### config.mk
export PLATFORM = sky130hd
export DESIGN_NAME = vsync_cnt
export DESIGN_NICKNAME = d
export VERILOG_FILES = /design/src/rtl/vsync_cnt.sv
export SDC_FILE = /design/constraint.sdc
export NUM_CORES = 1
export LEC_CHECK = 0
export BUFFER_PORTS_ARGS = -buffer_cell sky130_fd_sc_hd__buf_2
export CELL_PAD_IN_SITES_DETAIL_PLACEMENT = 1
export CELL_PAD_IN_SITES_GLOBAL_PLACEMENT = 2
export CORE_ASPECT_RATIO = 0.9
export CORE_MARGIN = 2
export CORE_UTILIZATION = 27
export DETAILED_ROUTE_END_ITERATION = 10
export HOLD_SLACK_MARGIN = 0.03
export PLACE_DENSITY = 0.86
export SLEW_MARGIN = 20
export SYNTH_ARGS = -nofsm -noshare
export SYNTH_HDL_FRONTEND = slang
export SYNTH_SLANG_ARGS = --single-unit
### constraint.sdc
create_clock -name clk -period 3.1 [get_ports clk]
set_input_delay 0.465 -clock clk [delete_from_list [all_inputs] [get_ports clk]]
set_output_delay 0.465 -clock clk [all_outputs]
set_load 0.02 [all_outputs]
### src/rtl/vsync_cnt.sv
// Vertical timing counter for 640x480@60 VGA: advances the row once per line
// and produces registered vsync / rgb_en aligned with the row register.
module vsync_cnt #(
  parameter int unsigned H_TOTAL      = 800,
  parameter int unsigned V_VISIBLE    = 480,
  parameter int unsigned V_FRONT      = 10,
  parameter int unsigned V_SYNC       = 2,
  parameter int unsigned V_BACK       = 33,
  parameter logic        VSYNC_ACTIVE = 1'b0
) (
  input  logic        clk,
  input  logic        rst,
  input  logic [10:0] column,
  output logic        vsync,
  output logic        rgb_en,
  output logic [10:0] row
);

  localparam int unsigned V_TOTAL = V_VISIBLE + V_FRONT + V_SYNC + V_BACK;

  localparam logic [10:0] LINE_END   = 11'(H_TOTAL);
  localparam logic [10:0] ROW_LAST   = 11'(V_TOTAL - 1);
  localparam logic [10:0] VIS_END    = 11'(V_VISIBLE);
  localparam logic [10:0] SYNC_START = 11'(V_VISIBLE + V_FRONT);
  localparam logic [10:0] SYNC_END   = 11'(V_VISIBLE + V_FRONT + V_SYNC);

  localparam logic RGB_EN_RST = (V_VISIBLE > 0) ? 1'b1 : 1'b0;

  logic [10:0] row_q, row_d;
  logic        vsync_q, vsync_d;
  logic        rgb_en_q, rgb_en_d;

  // Next row and its decode; outputs are decoded from row_d so they land
  // in the same cycle as the row they describe.
  always_comb begin
    row_d = row_q;
    if (column == LINE_END) begin
      row_d = (row_q == ROW_LAST) ? '0 : row_q + 11'd1;
    end
    rgb_en_d = (row_d < VIS_END);
    vsync_d  = ((row_d >= SYNC_START) && (row_d < SYNC_END)) ? VSYNC_ACTIVE
                                                             : ~VSYNC_ACTIVE;
  end

  // State registers with synchronous reset to the top of frame.
  always_ff @(posedge clk) begin
    if (rst) begin
      row_q    <= '0;
      vsync_q  <= ~VSYNC_ACTIVE;
      rgb_en_q <= RGB_EN_RST;
    end else begin
      row_q    <= row_d;
      vsync_q  <= vsync_d;
      rgb_en_q <= rgb_en_d;
    end
  end

  assign row    = row_q;
  assign vsync  = vsync_q;
  assign rgb_en = rgb_en_q;

endmodule

**Word level (Yosys, flattened, before mapping)**

Index checks and enable logic that the tools add are counted.

- Output and inout bits: 13
- Bits of input ports: 13
- Bits in registers: 13
- Word-level logic and storage cells: 13

- Muxes and demuxes: 3
- Eq/ne operators: 2
- Reduce and logical (&&, ||, !) cells: 1
- Order comparisons: 3
- Add/subtract/negate cells: 1

Operators with widths:

| operator | number |
|---|---|
| == test 11 x 10 -> 1 bit (second input constant) | 2 |
| < comparator 11 x 9 -> 1 bit (second input constant) | 2 |
| 2-to-1 mux 11 bit | 2 |
| adder 11 x 1 -> 11 bit (second input constant) | 1 |
| greater-or-equal comparator 11 x 9 -> 1 bit (second input constant) | 1 |
| logical AND 1 bit | 1 |
| 2-to-1 mux 1 bit | 1 |

**Logic depth before layout (Yosys ltp)**

Gate-level depths: netlist (run 1).

- Depth after elaboration: 6
- Gate-level depth with buffers: 7
- Gate-level depth less buffers: 7

**Least setup slack after synthesis (run 1)**

OpenSTA, ideal clock, no wires.

- Kind: input -> register
- Start: input port column[2]
- End: register rgb_en_q (netlist: rgb_en)
- Path slack: 595 ps
- Library setup time: 123 ps
- Buffers on the path: 2
- Required time: 2977 ps
- Stages on the path: 7
- Arrival: 2382 ps
- Cells stage by stage: or4b_1 buf_2 or4_4 buf_6 o31a_1 a311oi_2 o21bai_1

- Longest elaborated chain between the ends: 3

RTL lines:

| item | RTL line | source |
|---|---|---|
| start: declaration | 13 | `input logic [10:0] column,` |
| == test 11 x 10 -> 1 bit | 37 | `if (column == LINE_END) begin` |
| 2-to-1 mux 11 bit | 37 |  |
| < comparator 11 x 9 -> 1 bit | 40 | `rgb_en_d = (row_d < VIS_END);` |
| end signal: assignment | 54 | `rgb_en_q <= rgb_en_d;` |
| end: declaration | 31 | `logic rgb_en_q, rgb_en_d;` |

No other way between the ends.
A chain may end at the register's enable or synchronous reset.

**Worst setup path in the final report (run 1)**

- Start: register row_q[0] (netlist: row[0])
- End: register vsync_q (netlist: vsync)

- Longest elaborated chain between the ends: 6
- Elaborated cells between the ends (all ways): 8
- Those cells by class: add/sub: 1; order compare: 2; eq/ne: 1; mux: 3; reduce/logical: 1

RTL lines:

| item | RTL line | source |
|---|---|---|
| start: declaration | 29 | `logic [10:0] row_q, row_d;` |
| start signal: assignment | 52 | `row_q <= row_d;` |
| adder 11 x 1 -> 11 bit or == test 11 x 10 -> 1 bit (tied branches) | 38 | `row_d = (row_q == ROW_LAST) ? '0 : row_q + 11'd1;` |
| 2-to-1 mux 11 bit | 38 |  |
| 2-to-1 mux 11 bit * | 37 |  |
| greater-or-equal comparator 11 x 9 -> 1 bit or < comparator 11 x 9 -> 1 bit (tied branches) | 41 | `vsync_d = ((row_d >= SYNC_START) && (row_d < SYNC_END)) ? VSYNC_ACTIVE` |
| logical AND 1 bit * | 41 |  |
| 2-to-1 mux 1 bit * | 41 |  |
| end signal: assignment | 49 | `vsync_q <= ~VSYNC_ACTIVE;` |
| end signal: assignment | 53 | `vsync_q <= vsync_d;` |
| end: declaration | 30 | `logic vsync_q, vsync_d;` |

Every way passes the cells marked *; elsewhere a longest branch is shown, timed or not.

==> results of run 1 <==
[worst max-delay path: cells and delay by family (launching register included)]
kind | cells | cell delay (ps)
compound gates | 1 | 310
xor+xnor | 1 | 160
fa+ha+maj | 1 | 360
flops | 1 | 490
simple gates | 3 | 1010
[state kept, by name (all words and copies together) (netlist names)]
| register | cells |
|---|---|
| rgb_en | 1 |
| row | 11 |
| vsync | 1 |
[layout make-up]
| class | count | area (um^2) |
|---|---|---|
| fill | 370 | 1800 |
| clock buffer | 4 | 26.3 |
| sequential | 13 | 260 |
| multi-input combinational | 74 | 498 |
| inverter | 2 | 7.51 |
| tap | 40 | 50.0 |
| timing repair buffer | 26 | 133 |
[routing by layer]
layer / track usage / vias to the layer above / part of all wire
li1: - / 394 / -
met1: 0.201 / 359 / 0.50
met2: 0.215 / 18 / 0.45
met3: 0.0351 / 4 / 0.036
met4: 0.0466 / 0 / 0.013
met5: 0 / - / 0
[path summary, 6_finish.rpt]
check        cells after the start      to  slack (ps)  startpoint
max reg2reg                      6   vsync         650      row[0]
max                              6   vsync         650      row[0]
min                              2  rgb_en         390         rst
min reg2reg                      2  row[7]         560      row[7]
[power groups by stage]
stage	clock, mW	combinational, mW	sequential, mW
2_1_floorplan	0	0.00551	0.171
5_1_grt	0.120	0.0171	0.167
6_report	0.107	0.0155	0.167
3_5_place_dp	0	0.0155	0.171
3_3_place_gp	0	0.0152	0.171
4_1_cts	0.111	0.0155	0.167
[metrics by stage]
| stage | area, um^2 | instances | power, mW |
|---|---|---|---|
| after floorplan | 790 | 93 | 0.176 |
| after global placement | 948 | 155 | 0.186 |
| after detailed placement | 948 | 155 | 0.186 |
| after CTS | 975 | 159 | 0.294 |
| after global routing | 975 | 159 | 0.304 |
| final | 975 | 159 | 0.289 |
[logic make-up (layout without fill, tap and decap cells)]
logic type,after synthesis,after routing,share of synthesized area
AOI/OAI and AO/OA,15,15,0.132
DFF,13,13,0.330
adders and majority gates,2,2,0.0317
buffers and inverters,6,32,0.0396
xor gates and xnor gates,9,9,0.0998
and+or+nand+nor,48,48,0.368
[layout by cell type (no fill, tap or decap)]
| cell type | Yosys | final |
|---|---|---|
| o211ai_1 | 1 | 1 |
| or4bb_1 | 1 | 1 |
| dfxtp_1 | 13 | 13 |
| nor4_1 | 5 | 5 |
| nor3_1 | 3 | 3 |
| and2_1 | 1 | 1 |
| a21oi_1 | 4 | 4 |
| nor4bb_1 | 1 | 1 |
| nand3_1 | 2 | 2 |
| inv_1 | 2 | 2 |
| buf_2 | 1 | 25 |
| o21bai_1 | 4 | 4 |
| ha_1 | 2 | 2 |
| nor2_1 | 11 | 11 |
| xor2_1 | 2 | 2 |
| xnor2_1 | 7 | 7 |
| or4b_2 | 1 | 1 |
| nand4b_1 | 2 | 2 |
| a311oi_2 | 1 | 1 |
| nor2b_1 | 1 | 1 |
| nand4_1 | 2 | 2 |
| nand2_1 | 7 | 7 |
| clkbuf_1 | 2 | 1 |
| clkbuf_4 | 0 | 3 |
| nor3b_1 | 2 | 2 |
| or4_4 | 1 | 1 |
| o31a_1 | 1 | 1 |
| nand4bb_1 | 1 | 1 |
| o21ai_0 | 3 | 3 |
| buf_4 | 0 | 1 |
| nor3_2 | 1 | 1 |
| a211oi_1 | 1 | 1 |
| or4b_1 | 2 | 2 |
| or3_1 | 4 | 4 |
[synthesized netlist by cell type, drive strengths merged, types with 3 or more instances]
cell,number,area [um^2]
a21oi,4,20.0
dfxtp,13,260
nand2,7,26.3
nor2,11,41.3
nor3,4,25.0
nor4,5,31.3
o21ai,3,15.0
o21bai,4,30.0
or3,4,25.0
or4b,3,30.0
xnor2,7,61.3
==> run summary, run 1 <==
status: complete, no violations
chip height: 55.3 um
clk_lat worst skew: 280 ps
Slew @ Worst Pin: 543 ps
Synth warnings: 0
total congestion overflow: 0
maxcap violations: 0
TritonCTS clock tree: done
wirelength, routed: 2.17 mm
clock share of power: 0.369
Async S/R FF share, synth: 0
synthesized cell area: 790 um^2
RSZ-0062 raised after global routing: no
CTS buffer count: 3
PortBufs: 25
antenna violations before repair: 0
Core Rows: 18
PD cells: 296 nW/um^2
via count: 775
Pins Over Slew Limit: 0
Syn Nets: 108
Crit. End Element: flop
drt initial violations: 4
clock tree buffer depth: 2
Syn-to-layout area delta: 23.5%
Post-synth EDFFs: 0
Internal Pwr Total: 0.225 mW
hold buffers post-CTS: 0
synthesized instance count: 93
largest net degree at the start of global routing: 11
setup TNS: 0 ps
Setup Slack @ Placement: 460 ps
Finish-stage setup viols: 0
fmax: 0.409 GHz
post_cts resized: 0
Initial DRT Pass Iterations: 4
synthesis-stage register bit count: 13
WP data required: 3260 ps
CP peak stage delay: 620 ps
synthesized area per cell: 8.49 um^2
Final min period: 2450 ps
ratio of cells with drive above 1 in the final layout: 0.277
Final Hold Vio Count: 0
worst-case hold slack: 395 ps
Ports: 26
Final period util: 0.789
Top FF cell, synth: dfxtp_1
vias in the first global route: 766
P_sw: 0.0641 mW
critical setup path kind: reg -> reg
Final Util: 0.352
clock-pin slew on the worst setup and hold paths: 80 ps
sequential fraction of design power: 0.578
sequential area share after synthesis: 0.330
Worst Hold Class: in -> reg
H-tree levels: 1
Startpoint Class: flop
CORE AREA: 2770 um^2
Final Skew: 7.92 ps
synth unique cells: 33
Arr. time, crit path: 2600 ps
first-pass GRT wire length: 3.62 mm
Overall Global Routing Usage: 0.144
CP max FO: 8
Starting Density: 0.285
final setup margin: 655 ps
crit-path cells: ha_1 > or4b_2 > nor4_1 > xnor2_1 > a211oi_1 > nand4b_1
dpl hpwl: 1.72 mm
Root Driver: clkbuf_4
Die X: 61 um
Die ar.: 3370 um^2
Antenna Violating Nets Remaining: 0
Sw Share: 0.222
Combinational Power Share: 0.054
routability cong.: 0.866
Slew headroom: 0.635
Lkg Pwr: 0.351 nW
Setup Buffers After CTS: 0
DRC errors left: 0
VDD IR max: 148 uV
WL/cell: 13.7 um
Worst path slowest cell: or4b_2
Avg Vias per Cell: 4.87
clock tree sinks: 13
Nets: 135
number of diodes: 0
No activity file was read; power rests on OpenSTA's default activity.
==> run 2, diff against run 1 <==
- CORE_UTILIZATION: 27 -> 25
- PLACE_DENSITY: 0.86 -> 0.84
- clock period: 3.1 -> 2.1 ns (I/O delays scaled with it)
==> run 2 against run 1 <==
Largest power group unchanged. Combinational power increased by 120%. Critical endpoint is now row[10]. Global-route usage grew 0.73 points. Clock skew is 5.4 ps lower. Critical path depth did not move. Design area is 19% higher.
==> run summary, run 2 (synthesis gave the netlist of run 1 again) <==
status: complete, no violations
CP Launch Point: row[6]
Avg Vias per Cell: 4.83
commonest cells after routing, fill and taps aside: 25 x buf_2, 18 x buf_4, 11 x nor2_1, 10 x dfxtp_1
Buf/Inv on CP: 1
Design Area, Final: 1160 um^2
Slew @ Worst Pin: 390 ps
reg2reg path depth: 6
Ports: 26
routability cong.: 0.793
crit-path cells: or4b_1 > or4_4 > buf_4 > nor3_1 > xnor2_1 > nor2_1
Final Util: 0.380
HP Start: rst
final setup margin: 20.7 ps
worst r2r dst: row[10]
antenna violations before repair: 0
origin of the critical flop-to-flop path: row[6]
clock tree buffer depth: 2
total congestion overflow: 0
dpl cell area: 1090 um^2
Antenna Violating Nets Remaining: 0
number of diodes: 0
Syn-to-layout area delta: 46.6%
Crit. End Element: flop
drt initial violations: 21
vias in the first global route: 873
first-pass GRT wire length: 4.21 mm
WL/cell: 15.0 um
Pins Over Slew Limit: 0
Finish-stage setup viols: 0
clock tree sinks: 13
Fillers: 394
dpl hpwl: 2.10 mm
Final period util: 0.990
Hold Path Sink: rgb_en
WP data required: 2290 ps
Nets: 152
clock-pin slew on the worst setup and hold paths: 80 ps
H-tree levels: 1
maxcap violations: 0
VDD IR max: 193 uV
PortBufs: 25
Arr. time, crit path: 2270 ps
largest net degree at the start of global routing: 10
Hold Path Stages: 2
Root Driver: clkbuf_4
Die X: 63.2 um
Overall Global Routing Usage: 0.151
delay-heaviest family, CP: simple AND/OR/NAND/NOR gates
setup TNS: 0 ps
Starting Density: 0.259
Slew headroom: 0.740
fmax: 0.481 GHz
Final Hold Vio Count: 0
Final min period: 2080 ps
Initial DRT Pass Iterations: 4
ratio of cells with drive above 1 in the final layout: 0.426
wirelength, routed: 2.66 mm
CORE AREA: 3040 um^2
via count: 859
max FFs per register: 11
chip height: 57.3 um
CTS buffer count: 3
commonest non-fill, non-tap cell in the layout: buf_2
DRC errors left: 0
Setup Slack @ Placement: -230 ps
TritonCTS clock tree: done
Die ar.: 3620 um^2
Final Skew: 2.56 ps
hold buffers post-CTS: 0
PD cells: 384 nW/um^2
Worst path slowest cell: or4_4
Worst Hold Class: in -> reg
critical setup path kind: reg -> reg
Core Rows: 19
flop-to-flop setup slack: 20 ps
Lkg Pwr: 0.467 nW
CP max FO: 7
clk_lat worst skew: 290 ps
CP peak stage delay: 560 ps
Startpoint Class: flop
-- run 2: power by group --
group          total, mW  leakage, nW  internal, mW  switching, mW
clock              0.164       0.0150        0.0739         0.0902
sequential         0.246        0.106         0.246     0.00000782
combinational     0.0342        0.345        0.0199         0.0143
-- run 2: routing by layer --
layer,vias to the layer above,GRT usage,share of wire
met3,2,0.0375,0.051
met5,-,0,0
met2,20,0.271,0.53
met4,0,0.0373,0.0053
li1,428,-,-
met1,409,0.184,0.42
-- run 2: worst max-delay path by stage --
| stage | depth (start not counted) | end |
|---|---|---|
| floorplan | 7 | rgb_en |
| global placement | 7 | row[3] |
| detailed placement | 7 | row[0] |
| CTS | 5 | vsync |
| global route | 5 | vsync |
| finish | 6 | row[10] |
-- run 2: cell type report --
| type | count | area (um^2) | share of cell area |
|---|---|---|---|
| multi-input combinational | 74 | 547 | 0.472 |
| sequential | 13 | 264 | 0.228 |
| timing repair buffer | 43 | 260 | 0.225 |
| tap | 42 | 52.6 | 0.0454 |
| clock buffer | 4 | 26.3 | 0.0227 |
| inverter | 2 | 7.51 | 0.00649 |
-- run 2: through the flow --
step / hold slack, ps / cells / total power [mW]
after floorplan: 422 / 93 / 0.261
after global placement: 538 / 173 / 0.284
after detailed placement: 548 / 173 / 0.285
after CTS: 243 / 177 / 0.453
after global routing: 259 / 178 / 0.462
final: 247 / 178 / 0.444
-- run 2: repair_timing --
item | 4_1_cts | 5_1_grt
resized for setup | 0 | 7
setup buffers | 0 | 1
endpoints found under the setup margin | 0 | 13
==> run 3, diff against run 2 <==
- CORE_ASPECT_RATIO: 0.9 -> 1.75
- SETUP_SLACK_MARGIN: not set -> 0.05
==> run 3 against run 2 <==
Die area is 0.48% higher. Sequential share of layout area decreased by 0.90 points. Worst hold slack improved by 46 ps. First-iteration DRC count down 38%. Non-clock buffer count is 2 higher. Register-to-register slack gained 30 ps. Clock power grew 43%. Clock-buffer cell count unchanged.
==> run summary, run 3 (synthesis gave the netlist of run 1 again) <==
status: complete, no violations
cell total after placement: 176
DRC errors left: 0
antenna violations before repair: 0
vias in the first global route: 971
CP max FO: 5
number of diodes: 0
Crit. End Element: flop
Sw Share: 0.220
Avg Vias per Cell: 4.91
Final Skew: 1.43 ps
Pins Over Slew Limit: 0
Final period util: 0.975
fmax: 0.488 GHz
Overall Global Routing Usage: 0.163
CTS buffer count: 3
Ports: 26
Die ar.: 3640 um^2
HP Start: rst
WP data required: 2220 ps
clock-pin slew on the worst setup and hold paths: 60 ps
Root Driver: clkbuf_8
drt initial violations: 13
delay-heaviest family, CP: simple AND/OR/NAND/NOR gates
Multi-input gate area: 547 um^2
Combinational Power Share: 0.062
Slew headroom: 0.759
Core Rows: 27
clock tree buffer depth: 2
routability cong.: 0.828
dpl hpwl: 2.08 mm
Antenna Violating Nets Remaining: 0
via count: 889
final setup margin: 51.8 ps
chip height: 78.3 um
wirelength, routed: 2.59 mm
Startpoint Class: flop
PortBufs: 25
largest net degree at the start of global routing: 10
total congestion overflow: 0
crit-path cells: or4b_1 > or4_4 > o21bai_4 > a211oi_2 > nand4b_1
Hold Path Sink: rgb_en
Fillers: 379
worst r2r dst: vsync
P_sw: 0.112 mW
Slew @ Worst Pin: 358 ps
flop-to-flop setup slack: 50 ps
clock share of power: 0.456
Buf/Inv on CP: 0
hold buffers post-CTS: 0
Final Hold Vio Count: 0
CP peak stage delay: 540 ps
origin of the critical flop-to-flop path: row[6]
Die X: 46.5 um
Nets: 154
commonest cells after routing, fill and taps aside: 25 x buf_2, 19 x buf_4, 11 x nor2_1, 10 x dfxtp_1, 7 x nand2_1
VDD IR max: 264 uV
sequential fraction of design power: 0.482
Final min period: 2050 ps
Syn-to-layout area delta: 52.6%
ratio of cells with drive above 1 in the final layout: 0.435
Setup Slack @ Placement: -122 ps
Finish-stage setup viols: 0
clk_lat worst skew: 250 ps
TritonCTS clock tree: done
WL/cell: 14.3 um
clock tree sinks: 13
PD cells: 425 nW/um^2
maxcap violations: 0
Arr. time, crit path: 2170 ps
Worst path slowest cell: or4_4
reg2reg path depth: 5
non-filler cells, final: 181
critical setup path kind: reg -> reg
Lkg Pwr: 0.487 nW
max FFs per register: 11
Hold Path Stages: 2
first-pass GRT wire length: 4.33 mm
Starting Density: 0.257
Worst Hold Class: in -> reg
Internal Pwr Total: 0.399 mW
commonest non-fill, non-tap cell in the layout: buf_2
H-tree levels: 1
CORE AREA: 3070 um^2
RSZ-0062 raised after global routing: yes
FF+latch area: 264 um^2
Initial DRT Pass Iterations: 4
==> run 3: worst max-delay path by stage <==
stage | startpoint | end | slack [ps] | cells past startpoint
2_1_floorplan | column[2] | rgb_en | -100 | 7
3_3_place_gp | column[1] | vsync | -80 | 7
3_5_place_dp | column[1] | vsync | -120 | 7
4_1_cts | row[6] | vsync | 50 | 5
5_1_grt | row[6] | vsync | -50 | 5
6_report | row[6] | vsync | 50 | 5
==> run 3: layout make-up <==
cell class,instances,share of cell area
Clock buffer,4,0.0374
Timing Repair Buffer,45,0.239
Sequential cell,13,0.219
Multi-Input combinational cell,74,0.454
Inverter,2,0.00623
Tap cell,43,0.0447
==> run 3: per-layer routing <==
metal  vias up  wire, um  track usage
met2        23      1510        0.317
met1       432       969        0.161
li1        430         -            -
met4         0        32       0.0600
met5         -         0            0
met3         4        75       0.0138
==> run 3: power by group through the flow <==
stage / registers [mW] / clock network (mW) / logic (mW)
floorplan: 0.252 / 0 / 0.00932
global placement: 0.252 / 0 / 0.0298
detailed placement: 0.252 / 0 / 0.0311
CTS: 0.247 / 0.239 / 0.0313
global route: 0.246 / 0.244 / 0.0352
finish: 0.247 / 0.234 / 0.0317
==> run 3: timing repair <==
action / in CTS / in global routing
gates resized for setup: 2 / 3
endpoints found under the setup margin: 2 / 3
gates cloned: 0 / 0
hold endpoints to repair: 0 / 0
setup buffers: 1 / 0
pin swaps: 3 / 1
==> run 3: through the flow <==
step                utilization  setup TNS [ps]  hold WS (ps)  power, mW  instance area [um^2]
floorplan                     -            -199           422      0.261                   813
global placement          0.359            -235           547      0.282                  1100
detailed placement        0.359            -367           554      0.283                  1100
CTS                       0.383               0           295      0.517                  1180
global route              0.392           -52.3           311      0.526                  1200
finish                    0.392               0           292      0.512                  1200
